==> src/rtl/ram_sweep_pkg.sv <==
// ram_sweep_pkg: command opcodes and controller states shared by the sweep sequencer
package ram_sweep_pkg;
  typedef enum logic [1:0] {FILL_CONST = 2'd0, FILL_INC = 2'd1, DUMP = 2'd2, CHECK = 2'd3} op_e;
  typedef enum logic [2:0] {IDLE, FILL, READ, DRAIN, DONE} state_e;
endpackage

==> src/rtl/ram_sweep_skid.sv <==
// ram_sweep_skid: 2-entry registered valid/ready buffer with occupancy output
module ram_sweep_skid #(
  parameter int W = 19
) (
  input  logic         clk,
  input  logic         reset,
  input  logic         in_valid,
  input  logic [W-1:0] in_data,
  input  logic         out_ready,
  output logic         out_valid,
  output logic [W-1:0] out_data,
  output logic [1:0]   count
);
  logic [1:0]   cnt_q, cnt_d;
  logic [W-1:0] e0_q, e0_d, e1_q, e1_d;
  logic         pop;
  // head entry e0 drives the output; e1 only fills when e0 stays occupied
  always_comb begin
    pop   = cnt_q != 2'd0 && out_ready;
    cnt_d = cnt_q + {1'b0, in_valid} - {1'b0, pop};
    e0_d  = pop ? (cnt_q == 2'd2 ? e1_q : in_data) : (cnt_q == 2'd0 && in_valid ? in_data : e0_q);
    e1_d  = in_valid && (cnt_q == 2'd2 || (cnt_q == 2'd1 && !pop)) ? in_data : e1_q;
  end
  // buffer registers
  always_ff @(posedge clk) begin
    if (reset) begin
      cnt_q <= 2'd0;
      e0_q  <= '0;
      e1_q  <= '0;
    end else begin
      cnt_q <= cnt_d;
      e0_q  <= e0_d;
      e1_q  <= e1_d;
    end
  end
  assign out_valid = cnt_q != 2'd0;
  assign out_data  = e0_q;
  assign count     = cnt_q;
endmodule

==> src/rtl/ram_sweep_ctrl.sv <==
// ram_sweep_ctrl: fill / dump / checksum sequencer for a simple-dual-port RAM
module ram_sweep_ctrl
  import ram_sweep_pkg::*;
#(
  parameter int WID_MEM   = 18,
  parameter int DEPTH_MEM = 4096,
  parameter int ADDR_W    = $clog2(DEPTH_MEM)
) (
  input  logic               clk,
  input  logic               reset,
  input  logic               cmd_valid,
  output logic               cmd_ready,
  input  logic [1:0]         cmd_op,
  input  logic [ADDR_W-1:0]  cmd_base,
  input  logic [ADDR_W:0]    cmd_len,
  input  logic [WID_MEM-1:0] cmd_data,
  output logic [ADDR_W-1:0]  mem_raddr,
  output logic [ADDR_W-1:0]  mem_waddr,
  output logic [WID_MEM-1:0] mem_din,
  output logic               mem_we,
  input  logic [WID_MEM-1:0] mem_dout,
  output logic               out_valid,
  input  logic               out_ready,
  output logic [WID_MEM-1:0] out_data,
  output logic               out_last,
  output logic [WID_MEM-1:0] chk_xor,
  output logic [31:0]        chk_sum,
  output logic               busy,
  output logic               done
);
  state_e               state_q, state_d;
  op_e                  op_q, op_d;
  logic [ADDR_W-1:0]    addr_q, addr_d;
  logic [ADDR_W:0]      cnt_q, cnt_d, len_q, len_d;
  logic [WID_MEM-1:0]   din_q, din_d, xor_q, xor_d;
  logic [31:0]          sum_q, sum_d;
  logic                 rv_q, rv_d, rl_q, rl_d;
  logic [1:0]           sk_cnt;
  logic [2:0]           occ;
  logic [WID_MEM:0]     sk_data;
  logic                 pop, room, last, issue;

  ram_sweep_skid #(.W(WID_MEM + 1)) u_skid (
    .clk      (clk),
    .reset    (reset),
    .in_valid (rv_q && op_q == DUMP),
    .in_data  ({rl_q, mem_dout}),
    .out_ready(out_ready),
    .out_valid(out_valid),
    .out_data (sk_data),
    .count    (sk_cnt)
  );

  // sequencing: a DUMP read may issue only if the buffer still has a slot once this cycle's pop and the in-flight return settle
  always_comb begin
    pop     = out_valid && out_ready;
    occ     = {1'b0, sk_cnt} + {2'b0, rv_q} - {2'b0, pop};
    room    = occ < 3'd2;
    last    = cnt_q == len_q - (ADDR_W + 1)'(1);
    issue   = state_q == READ && (op_q == CHECK || room);
    state_d = state_q;
    op_d    = op_q;
    addr_d  = addr_q;
    cnt_d   = cnt_q;
    len_d   = len_q;
    din_d   = din_q;
    xor_d   = xor_q;
    sum_d   = sum_q;
    rv_d    = issue;
    rl_d    = issue && last;
    case (state_q)
      IDLE: if (cmd_valid) begin
        op_d    = op_e'(cmd_op);
        len_d   = cmd_len;
        addr_d  = cmd_base;
        din_d   = cmd_data;
        cnt_d   = '0;
        xor_d   = op_e'(cmd_op) == CHECK ? '0 : xor_q;
        sum_d   = op_e'(cmd_op) == CHECK ? '0 : sum_q;
        state_d = cmd_len == '0 ? DONE : (cmd_op[1] ? READ : FILL);
      end
      FILL: begin
        addr_d  = addr_q + ADDR_W'(1);
        cnt_d   = cnt_q + (ADDR_W + 1)'(1);
        din_d   = op_q == FILL_INC ? din_q + WID_MEM'(1) : din_q;
        state_d = last ? DONE : FILL;
      end
      READ: if (issue) begin
        addr_d  = addr_q + ADDR_W'(1);
        cnt_d   = cnt_q + (ADDR_W + 1)'(1);
        state_d = last ? DRAIN : READ;
      end
      DRAIN: state_d = op_q == CHECK || (pop && out_last) ? DONE : DRAIN;
      default: state_d = IDLE;
    endcase
    if (rv_q && op_q == CHECK) begin
      xor_d = xor_q ^ mem_dout;
      sum_d = sum_q + 32'(mem_dout);
    end
  end

  // controller state registers
  always_ff @(posedge clk) begin
    if (reset) begin
      state_q <= IDLE;
      op_q    <= FILL_CONST;
      addr_q  <= '0;
      cnt_q   <= '0;
      len_q   <= '0;
      din_q   <= '0;
      xor_q   <= '0;
      sum_q   <= '0;
      rv_q    <= 1'b0;
      rl_q    <= 1'b0;
    end else begin
      state_q <= state_d;
      op_q    <= op_d;
      addr_q  <= addr_d;
      cnt_q   <= cnt_d;
      len_q   <= len_d;
      din_q   <= din_d;
      xor_q   <= xor_d;
      sum_q   <= sum_d;
      rv_q    <= rv_d;
      rl_q    <= rl_d;
    end
  end

  assign {out_last, out_data} = sk_data;
  assign cmd_ready = state_q == IDLE;
  assign busy      = state_q != IDLE;
  assign done      = state_q == DONE;
  assign mem_we    = state_q == FILL;
  assign mem_raddr = addr_q;
  assign mem_waddr = addr_q;
  assign mem_din   = din_q;
  assign chk_xor   = xor_q;
  assign chk_sum   = sum_q;
endmodule

==> config.mk <==
export PLATFORM = sky130hd
export DESIGN_NAME = ram_sweep_ctrl
export DESIGN_NICKNAME = d
export VERILOG_FILES = /design/src/rtl/ram_sweep_pkg.sv /design/src/rtl/ram_sweep_skid.sv /design/src/rtl/ram_sweep_ctrl.sv
export SDC_FILE = /design/constraint.sdc
export NUM_CORES = 1
export LEC_CHECK = 0
export CORE_MARGIN = 1.5
export CORE_UTILIZATION = 45
export CTS_CLUSTER_SIZE = 24
export DETAILED_ROUTE_END_ITERATION = 10
export PLACE_DENSITY = 0.81
export SETUP_SLACK_MARGIN = 0.4
export SYNTH_ARGS = -nofsm -noshare
export SYNTH_HDL_FRONTEND = slang
export SYNTH_SLANG_ARGS = --single-unit
==> constraint.sdc <==
create_clock -name clk -period 4 [get_ports clk]
set_input_delay 0.4 -clock clk [delete_from_list [all_inputs] [get_ports clk]]
set_output_delay 0.4 -clock clk [all_outputs]
set_load 0.02 [all_outputs]
==> impl_metrics.ini, run 1 <==
[outcome]
outcome = finished clean

[cells_and_area]
antennaDiodeCount = 0
layout_common_cells = 181 x clkdlybuf4s50_1, 153 x dfxtp_1, 129 x nor2_1
drive_above_1_share_pct = 5.419
area_delta_synth_final_pct = 30.11
fin_nets = 1262
mostFrequentLayoutCell = clkdlybuf4s50_1

[yosys]
ys_ff_latch = 153
synth_cell_type_count = 60
synth-edff-count = 0
syn-instance-count = 1023
netlist_area_um2 = 8187
syn_avg_cell_area_um2 = 8.003
synth-main-ff-cell = dfxtp_1
postSynth.asyncResetShare_pct = 0
ys_warn_count = 0
syn_nets = 1117
seq_area_frac_synth_pct = 37.41

[timing]
relSlewSlack_pct = 24.93
worst_pin_slew_ns = 1.126
timing.final.crit_share_pct = 83.37
drv_slew = 0
fmax_mhz = 299.9
fin_crit_ns = 3.335
skew_ns = 0.01038
rsz0062_at_grt = false
setup_viol = 0
final_hold_viol_count = 0
fin_setup_tns_ns = 0

[pwr]
switching_share_pct = 37.97
p_switching_mw = 2.077
internal_power_mw = 3.392
p_leak_nw = 4.084
ir_drop_mv = 0.3466
p_total_mw = 5.469
p_seq_share_pct = 35.6
p_clk_share_pct = 27.9
combPwrFrac_pct = 36.5
powerDensity_nw_per_um2 = 513.5

[clock_tree]
clkLatencyLatePin_ns = 0.42
htreeDepth = 4
clk_pin_slew_worst_paths_ns = 0.06
cts_buffers = 17
cts.repair.resized = 0
clockBufferDepth = 2
cts_hold_buf = 0
cts_tree = done
cts_sinks = 153
cts-root-buf = clkbuf_16
cts_setup_buffers = 0

[placed_design]
dp_hpwl_um = 16100
numPortBuffers = 182
gp_congestion = 0.8906

[detailed_routing]
dr.pass1.iters = 5
ant_nets = 0
viasPerCell = 5.694
num_vias = 8029
finalWirelength_um = 22820
drc = 0
avgRoutedWirePerCell_um = 16.18
drt_first_iter_violations = 534

[global_routing]
grt_use_met2_pct = 40.38
grt-busiest-layer = met2
antenna_found_initial = 0
grt_pass1_vias = 7420
grt_usage_pct = 23.99
global_route.usage.met3_pct = 7.127
grt_pass1_wl_um = 36220
grt_overflow = 0
grt_max_degree = 62
grt_use_met1_pct = 29.80

[worst_setup_path]
crit_path_end = cnt_q[12]
slowest_delay_ns = 0.49
r2r_start = u_skid.count[1]
r2r_cells = 11
worstSetupStartpointType = register
worstPathRequired_ns = 4.29
cp.arrival_ns = 3.63
slowest_stage = dfxtp_1
end_kind = register
cp_common_cell = xnor2_1
crit_chain = o21a_1 > ha_1 > nand2b_1 > fa_1 > xnor2_1 > a22oi_1 > or3_1 > a21o_1 > nor4_1 > xnor2_1 > nor2_1
r2r_end = cnt_q[12]
startpoint = u_skid.count[1]
r2r_slack_ns = 0.67
path_max_fanout = 23
worstSetupPathType = register to register

[floorplanning]
die_y_um = 137.9
die-area_um2 = 19010
initial_core_util_pct = 45.73
die_w_um = 137.9
core_area_um2 = 17900
io_pins = 183
fp-row-count = 49

[min_path]
worstHoldPathType = register to register

[run]
max-cap-violations = 0
==> kinds of logic after synthesis <==
group                      count (synthesis)  synth area share, %
AOI/OAI and AO/OA                        242                19.32
xor gates and xnor gates                  64                6.847
adders and majority gates                 27                4.310
buffers and inverters                     85                4.463
DFF                                      153                37.41
muxes                                     28                3.439
and+or+nand+nor                          424                24.21
==> critical path: cells and delay by family (launching register included) <==
kind / cells / cell delay (ns)
simple gates: 4 / 1.01
compound gates: 3 / 0.77
flops: 1 / 0.49
xor+xnor: 2 / 0.30
fa+ha+maj: 2 / 0.63
==> cell type report <==
class	count	area (um^2)
multi-input combinational	785	4766
clock inverter	14	130.1
timing repair buffer	195	1917
inverter	16	60.06
tap	229	286.5
clock buffer	18	429.2
sequential	153	3063
fill	1644	7251
==> state kept, by name (all words and copies together), names as in the netlist <==
signal           flops
rl_q                 1
state_q              3
mem_din             18
mem_raddr           12
len_q               13
u_skid.e1_q         19
u_skid.count         2
u_skid.out_data     19
chk_sum             32
cnt_q               13
rv_q                 1
chk_xor             18
op_q                 2
==> cells in the mapped netlist (all sizes together), types with 12 or more instances <==
library cell / count / share of area (%)
a21oi: 73 / 4.5
nor3: 33 / 2.0
nand3: 52 / 3.2
o21ai: 41 / 2.5
a22oi: 16 / 1.5
a211oi: 14 / 1.3
ha: 25 / 3.8
xor2: 38 / 4.1
dfxtp: 153 / 37
buf: 18 / 1.4
and3: 12 / 0.92
xnor2: 26 / 2.8
or2: 12 / 0.92
nor2: 129 / 5.9
or3: 12 / 0.92
nand2: 121 / 5.5
inv: 16 / 0.73
clkbuf: 51 / 2.3
mux2i: 27 / 3.3
a311oi: 21 / 2.2
==> power by group through the flow <==
stage                     clock network (mW)  logic [mW]  registers, mW
after detailed placement                   0        1.99           1.97
after global placement                     0        1.96           1.97
after CTS                               1.57        2.00           1.94
after global routing                    1.62        2.19           1.98
after floorplan                            0        1.18           2.09
final                                   1.53        2.00           1.95
==> through the flow <==
| stage | utilization, % | instances | hold slack, ns | setup WS [ns] | instance area [um^2] |
|---|---|---|---|---|---|
| after floorplan | - | 1023 | 0.4488 | 0.9587 | 8187 |
| after global placement | 56.37 | 1378 | 0.4553 | 0.3220 | 10090 |
| after detailed placement | 56.37 | 1378 | 0.4677 | 0.2578 | 10090 |
| after CTS | 59.50 | 1410 | 0.4716 | 0.6506 | 10650 |
| after global routing | 59.50 | 1410 | 0.4948 | 0.4280 | 10650 |
| final | 59.50 | 1410 | 0.4701 | 0.6653 | 10650 |
==> how the worst min path moves through the flow <==
stage | start | end | slack, ns | cells past startpoint
global route | reset | mem_raddr[8] | 0.49 | 2
floorplan | len_q[12] | len_q[12] | 0.45 | 2
detailed placement | chk_sum[31] | chk_sum[31] | 0.47 | 2
finish | chk_sum[31] | chk_sum[31] | 0.47 | 2
CTS | reset | mem_raddr[2] | 0.47 | 2
global placement | chk_sum[31] | chk_sum[31] | 0.46 | 2
==> layer usage <==
layer	part of all wire, %	vias to the layer above
met2	49	256
met4	1.5	0
met3	7.5	25
li1	-	3951
met5	0	-
met1	42	3797
(Power assumes the default switching activity.)
==> run 2: changes to the inputs <==
==> constraint.sdc (replaced) <==
create_clock -name clk -period 3.13 [get_ports clk]
set_input_delay 0.313 -clock clk [delete_from_list [all_inputs] [get_ports clk]]
set_output_delay 0.313 -clock clk [all_outputs]
set_load 0.02 [all_outputs]
==> run 2 against run 1 <==
Net effect:
- sequential power is 28% higher
- global-route usage is 0.89 points higher
- critical path type unchanged
- die area stayed put
- combinational power is 45% higher
- first-iteration DRC count is 1.3% higher
==> impl_metrics.ini, run 2 (synthesis results as in run 1) <==
[detailed_routing]
drc = 0
avgRoutedWirePerCell_um = 16.64
finalWirelength_um = 24360
num_vias = 8299
ant_nets = 0
viasPerCell = 5.669
drt_first_iter_violations = 541
dr.pass1.iters = 5

[cells_and_area]
largest_reg_flops = 32
fin_util_pct = 63.49
register_area_um2 = 3075
drive_above_1_share_pct = 12.64
multi_input_area_um2 = 4991
mostFrequentLayoutCell = clkdlybuf4s50_1
layout_common_cells = 179 x clkdlybuf4s50_1, 147 x dfxtp_1, 129 x nor2_1
area_delta_synth_final_pct = 38.84
fin_nets = 1315
nFillCells = 1514

[timing]
relSlewSlack_pct = 23.26
fin_crit_ns = 2.874
fin_ws_ns = 0.2563
timing.final.crit_share_pct = 91.81
drv_slew = 0
worst_pin_slew_ns = 1.151
rsz0062_at_grt = true
setup_viol = 0
skew_ns = 0.01667
fmax_mhz = 348.0
final_hold_viol_count = 0

[floorplanning]
die_w_um = 137.9
initial_core_util_pct = 45.73
io_pins = 183
die_y_um = 137.9
fp-row-count = 49
core_area_um2 = 17900
die-area_um2 = 19010

[clock_tree]
clockBufferDepth = 2
clk_pin_slew_worst_paths_ns = 0.07
cts_sinks = 153
cts_buffers = 17
cts-root-buf = clkbuf_16
cts_tree = done
htreeDepth = 4
clkLatencyLatePin_ns = 0.44

[pwr]
ir_drop_mv = 0.4527
p_leak_nw = 4.448
powerDensity_nw_per_um2 = 656.3

[placed_design]
place_ws_ns = -0.1652
dp_hpwl_um = 16660
numPortBuffers = 182
gp_congestion = 0.8776

[run]
max-cap-violations = 0

[worst_setup_path]
worstSetupStartpointType = register
path_max_fanout = 7
worstPathRequired_ns = 3.50
cp.arrival_ns = 3.24
worstSetupPathType = register to register
end_kind = register
r2r_cells = 12

[min_path]
hold_depth = 2
worstHoldPathType = input pin to register

[global_routing]
grt_pass1_vias = 7627
antenna_found_initial = 1
grt_usage_pct = 24.88
grt_pass1_wl_um = 37450
grt_overflow = 0
grt_max_degree = 61

[outcome]
outcome = finished clean
==> run 2: changes by cell type in the layout (fill, tap and decap cells not counted), sizes merged <==
cell,previous run,this run
clkbuf,18,19
clkdlybuf4s50,181,179
dlymetal6s2s,0,2
clkinv,4,3
buf,14,67
inv,25,24
bufinv,0,1
diode,0,1
==> run 2: timing repair <==
| item | in CTS | in global routing |
|---|---|---|
| endpoints found under the setup margin | 32 | 35 |
| hold endpoints to repair | 0 | 0 |
| gates cloned | 0 | 0 |
| pin swaps | 18 | 30 |
| hold buffers | 0 | 0 |
| buffers inserted | 4 | 9 |
| resized for setup | 21 | 33 |
==> run 2: layer usage <==
layer  vias up  global-route usage [%]  wire length, um
met3        30                   6.323             1845
met4         0                   8.507              446
li1       4048                       -                -
met2       300                   42.04            11790
met1      3921                   30.77            10280
met5         -                       0                0
==> run 2: metrics by stage <==
stage / hold WS [ns] / instances / power, mW / setup TNS (ns) / cell area [um^2]
floorplan: 0.4488 / 1023 / 4.215 / 0 / 8254
global placement: 0.4549 / 1418 / 5.164 / -1.557 / 10460
detailed placement: 0.4664 / 1418 / 5.210 / -2.865 / 10460
CTS: 0.09737 / 1454 / 7.403 / 0 / 11170
global route: 0.1023 / 1463 / 7.855 / 0 / 11360
finish: 0.1067 / 1464 / 7.460 / 0 / 11370
==> run 2: cell type report <==
class,instances,area share [%]
flip-flops and latches,153,27.06
repair buffers,248,20.68
clock buffers,19,3.897
inverters,16,0.5724
diodes,1,0.02202
clock inverters,13,1.332
multi-input cells,785,43.91
well taps,229,2.521
==> run 2: critical path, stage by stage (launching register included) <==
cell      delay (ns)
dfxtp_2         0.33
o21a_1          0.18
ha_1            0.27
nand2b_4        0.14
fa_2            0.40
xnor2_2         0.17
a22oi_2         0.08
or3_4           0.37
a21o_4          0.24
buf_12          0.14
nor4b_1         0.33
a221oi_2        0.06
nor2_1          0.10
==> run 2: report_power, final <==
part	switching (mW)	internal, mW	leakage (nW)
Sequential	0.298	2.20	1.24
Combinational	1.58	1.30	2.92
Clock	0.923	1.16	0.290
Total	2.80	4.66	4.45
==> run 2: worst paths after layout <==
kind	endpoint	from	slack, ns
max	mem_raddr[9]	u_skid.count[0]	0.26
min	chk_sum[13]	reset	0.11
max reg2reg	mem_raddr[9]	u_skid.count[0]	0.26
min reg2reg	chk_sum[31]	chk_sum[31]	0.47
